[config.mk]
export PLATFORM = sky130hd
export DESIGN_NAME = mem_arbiter
export DESIGN_NICKNAME = d
export VERILOG_FILES = /design/src/rtl/mem_arbiter.sv
export SDC_FILE = /design/constraint.sdc
export NUM_CORES = 1
export LEC_CHECK = 0
export ABC_AREA = 1
export ABC_CLOCK_PERIOD_IN_PS = 1280
export CAP_MARGIN = 40
export CORE_MARGIN = 2
export CORE_UTILIZATION = 30
export DETAILED_ROUTE_END_ITERATION = 6
export SYNTH_ARGS = -nofsm -noshare
export SYNTH_HDL_FRONTEND = slang
export SYNTH_SLANG_ARGS = --single-unit
[constraint.sdc]
create_clock -name CLK -period 1.28 [get_ports CLK]
set_input_delay 0.256 -clock CLK [delete_from_list [all_inputs] [get_ports CLK]]
set_output_delay 0.256 -clock CLK [all_outputs]
set_load 0.005 [all_outputs]
[src/rtl/mem_arbiter.sv]
// Single-port RAM arbiter: data requests beat fetches, one access in flight, hit pulses one cycle after ACCESS.
// Latency >= 2 cycles per access; requesters hold requests until their hit, the RAM throttles via ramstate.
module mem_arbiter #(
    parameter int          TIMEOUT  = 15,
    parameter logic [31:0] ERR_WORD = 32'hBAD1BAD1
) (
    input  logic        CLK,
    input  logic        nRST,
    input  logic        iREN,
    input  logic [31:0] iaddr,
    input  logic        dREN,
    input  logic        dWEN,
    input  logic [31:0] daddr,
    input  logic [31:0] dstore,
    input  logic        halt,
    input  logic [1:0]  ramstate,
    input  logic [31:0] ramload,
    output logic        ihit,
    output logic        dhit,
    output logic [31:0] iload,
    output logic [31:0] dload,
    output logic        ramREN,
    output logic        ramWEN,
    output logic [31:0] ramaddr,
    output logic [31:0] ramstore,
    output logic        err,
    output logic        halted
);

    typedef enum logic [2:0] {
        S_IDLE,
        S_DATA,
        S_INSTR,
        S_DONE,
        S_HALTED
    } state_t;

    localparam logic [1:0] RAM_ACCESS = 2'd2;
    localparam logic [1:0] RAM_ERROR  = 2'd3;
    localparam logic [3:0] CNT_LAST   = 4'(TIMEOUT - 1);

    state_t     r_state;
    logic       r_wr;
    logic [3:0] r_cnt;

    logic       w_in_access;
    logic       w_ok;
    logic       w_fail;

    assign w_in_access = (r_state == S_DATA) || (r_state == S_INSTR);
    assign w_ok        = (ramstate == RAM_ACCESS);
    assign w_fail      = !w_ok && ((ramstate == RAM_ERROR) || (r_cnt == CNT_LAST));

    always_ff @(posedge CLK or negedge nRST) begin
        if (!nRST) begin
            r_state  <= S_IDLE;
            r_wr     <= 1'b0;
            r_cnt    <= 4'd0;
            ihit     <= 1'b0;
            dhit     <= 1'b0;
            err      <= 1'b0;
            halted   <= 1'b0;
            ramREN   <= 1'b0;
            ramWEN   <= 1'b0;
            iload    <= 32'd0;
            dload    <= 32'd0;
            ramaddr  <= 32'd0;
            ramstore <= 32'd0;
        end else begin
            ihit <= 1'b0;
            dhit <= 1'b0;
            err  <= 1'b0;
            case (r_state)
                S_IDLE: begin
                    // halt only parks once no data request is outstanding
                    if (dREN || dWEN) begin
                        r_state  <= S_DATA;
                        r_wr     <= dWEN;
                        r_cnt    <= 4'd0;
                        ramaddr  <= daddr;
                        ramstore <= dstore;
                        ramREN   <= !dWEN;
                        ramWEN   <= dWEN;
                    end else if (halt) begin
                        r_state <= S_HALTED;
                        halted  <= 1'b1;
                    end else if (iREN) begin
                        r_state <= S_INSTR;
                        r_wr    <= 1'b0;
                        r_cnt   <= 4'd0;
                        ramaddr <= iaddr;
                        ramREN  <= 1'b1;
                        ramWEN  <= 1'b0;
                    end
                end
                S_DATA, S_INSTR: begin
                    r_cnt <= r_cnt + 4'd1;
                    if (w_ok || w_fail) begin
                        r_state <= S_DONE;
                        ramREN  <= 1'b0;
                        ramWEN  <= 1'b0;
                        err     <= w_fail;
                        if (r_state == S_INSTR) begin
                            ihit  <= 1'b1;
                            iload <= w_ok ? ramload : ERR_WORD;
                        end else begin
                            dhit <= 1'b1;
                            if (!r_wr) begin
                                dload <= w_ok ? ramload : ERR_WORD;
                            end
                        end
                    end
                end
                S_DONE: begin
                    r_state <= S_IDLE;
                end
                S_HALTED: begin
                    r_state <= S_HALTED;
                    ramREN  <= 1'b0;
                    ramWEN  <= 1'b0;
                    halted  <= 1'b1;
                end
                default: begin
                    r_state <= S_IDLE;
                end
            endcase
        end
    end

    logic w_unused;
    assign w_unused = w_in_access;

endmodule

==> metrics.csv <==
metric,value,unit
outcome,finished with violations,
violations,negative setup slack,
slew_violations,0,
max_freq,0.701,GHz
fin_ws,-0.147,ns
hold_path.class,primary input to async pin,
layout-area-overhead-vs-synth,63.7,%
hold_slack,0.261,ns
coreArea,0.0202,mm²
port_buffers,269,
vdd_ir_drop_max,1090,µV
diodes,0,
clock_skew,0.0116,ns
drc,0,
maxCapViolCount,0,
io_pins,270,
hpwl,14.2,mm
grt_pass1_wl,32.2,mm
grt_use_total,0.189,
avgSynthCellArea,8.48,µm²
die-area,0.0217,mm²
n_fill_cell,1977,
crit_arrival,1.75,ns
period_needed,1.43,ns
syn-cell-area,0.00617,mm²
rsz0062_at_grt,true,
syn_inst,728,
gp_congestion,0.795,
grt_pass1_vias,6062,
synth_area_leaders,"dfrtp_1, nand2_1, nor2_1",
yosysUniqueCellTypes,24,
vias,6041,
die_w,147,µm
post-place-ws,-0.514,ns
cp_max_fo,11,
layout.nets,1185,
maxSlewHeadroom,0.798,
ys_seq_elements,142,
htree_levels,4,
yosys_warnings,0,
drive_gt1_frac,0.293,
period_share,1.12,
clockRootBuffer,clkbuf_16,
drt_pass1_iterations,4,
powerDensity,2300,mW/mm²
clockBufferDepth,2,
overflow,0,
startpoint_type,flip-flop,
endpoint_kind,flip-flop,
avgRoutedWirePerCell,15.9,µm
synth_top_area_share,0.576,
synth.yosys.seq_area_share,0.576,
start_util,0.305,
antenna_found_initial,0,
grt_max_degree,52,
crit_type,flip-flop to flip-flop,
drt_iter0_markers,245,
cts_buffers,17,
cts_sinks,142,
fp.dieH,147,µm
cts_tree,built,
ant_nets,0,
synth_top_area_cell,dfrtp_1,
power,0.0233,W
avgViaCountPerCell,4.55,
cp.required,1.60,ns
routed_wl,21.1,mm
worstMarginPinSlew,0.304,ns
setup-tns-final,-11.33,ns
rows,52,
setup_viol,137,
clk_latency,0.42,ns
leakage,5.09,nW
hold_violations,0,
clkTransAtPathRegs,0.06,ns
syn-num-nets,866,
-- repair_timing --
action / CTS / global route
setup endpoints to repair: 271 / 163
hold buffers: 1 / 0
endpoints found under the hold margin: 74 / 0
setup buffers: 10 / 3
pin swaps: 2 / 3
gates resized for setup: 516 / 71
gates cloned: 1 / 9
-- worst paths after layout --
| check | from | cells past startpoint | to | slack, ns |
|---|---|---|---|---|
| max reg2reg | r_state[0] | 7 | ramaddr[15] | -0.15 |
| min in group CLK | dstore[23] | 3 | ramstore[23] | 0.39 |
| max in group asynchronous | nRST | 3 | dload[10] | 0.44 |
| min reg2reg | halted | 1 | halted | 0.46 |
| min | nRST | 2 | dload[29] | 0.26 |
| max | r_state[0] | 7 | ramaddr[15] | -0.15 |
-- flip-flops by register name (all words and copies together) (netlist names) --
register and count:
dhit 1, dload 32, err 1, halted 1, ihit 1, iload 32
r_cnt 4, r_state 3, r_wr 1, ramREN 1, ramWEN 1, ramaddr 32
ramstore 32
-- report_power, final --
group,leakage [nW],switching [W],internal (W)
Sequential,1.76,0.00112,0.00662
Combinational,3.05,0.00536,0.00509
Clock,0.282,0.00201,0.00306
-- cells by family after synthesis --
| family | share of synthesized area |
|---|---|
| xor gates and xnor gates | 0.00142 |
| adders and majority gates | 0.00405 |
| AOI/OAI and AO/OA | 0.0981 |
| DFF | 0.576 |
| buffers and inverters | 0.0515 |
| and+or+nand+nor | 0.269 |
-- critical path, stage by stage (launching register included) --
cell       delay (ns)
dfrtp_1          0.41
inv_1            0.11
nand2_4          0.07
nor2_4           0.12
buf_12           0.15
nand2_8          0.09
clkbuf_16        0.19
o31ai_2          0.18
-- cell type report --
cell class	count	area, µm²	area share
clock inverter	13	166	0.0165
tap	270	338	0.0334
inverter	28	108	0.0106
clock buffer	18	429	0.0425
timing repair buffer	344	2960	0.293
multi-input combinational	514	2550	0.253
sequential	142	3550	0.352
-- layer usage --
layer  vias up  track usage  wire length (µm)
met1      2839        0.234              9130
met5         -            0                 0
met4         0       0.0534               136
met3        13       0.0704              1640
li1       2983            -                 -
met2       206        0.313             10200
-- cell usage after synthesis --
master	instances
buf_2	15
o31ai_1	32
inv_1	25
o21bai_1	1
buf_1	4
nand3_1	47
nor2_4	2
nand2_2	3
ha_1	2
nand2_4	1
dfrtp_1	142
inv_2	3
o21ai_0	59
buf_4	6
clkbuf_1	18
or2_2	19
o21ai_1	9
xor2_1	1
nand2_1	247
nor2_1	86
clkbuf_2	2
nor2_2	1
a21boi_1	1
a21oi_1	2
-- through the flow --
step | cell area [µm²] | cells | util
floorplan | 6230 | 728 | -
global placement | 9600 | 1274 | 0.475
detailed placement | 9600 | 1274 | 0.475
CTS | 9860 | 1317 | 0.487
global route | 10100 | 1329 | 0.500
finish | 10100 | 1329 | 0.500
-- cell usage in the layout, fill, tap and decap left out, types with 2 or more instances in the layout --
cell type / synthesis / final
a21oi_1: 2 / 2
o21ai_2: 0 / 9
clkdlybuf4s50_1: 0 / 134
nor2_1: 86 / 84
nand2_2: 3 / 4
nand2_1: 247 / 241
clkbuf_16: 0 / 22
o21ai_0: 59 / 21
inv_1: 25 / 25
dfrtp_1: 142 / 142
clkbuf_2: 2 / 23
clkinvlp_4: 0 / 3
buf_4: 6 / 42
bufinv_16: 0 / 3
o31ai_2: 0 / 20
inv_2: 3 / 2
nand3_2: 0 / 4
o21ai_1: 9 / 38
nand2_4: 1 / 5
nor2_4: 2 / 4
clkinv_4: 0 / 4
buf_2: 15 / 110
nand3_1: 47 / 43
nand2_8: 0 / 2
clkinv_2: 0 / 2
or2_2: 19 / 19
ha_1: 2 / 2
o31ai_1: 32 / 11
buf_6: 0 / 8
buf_12: 0 / 18
Power figures use the tool's default switching activity.
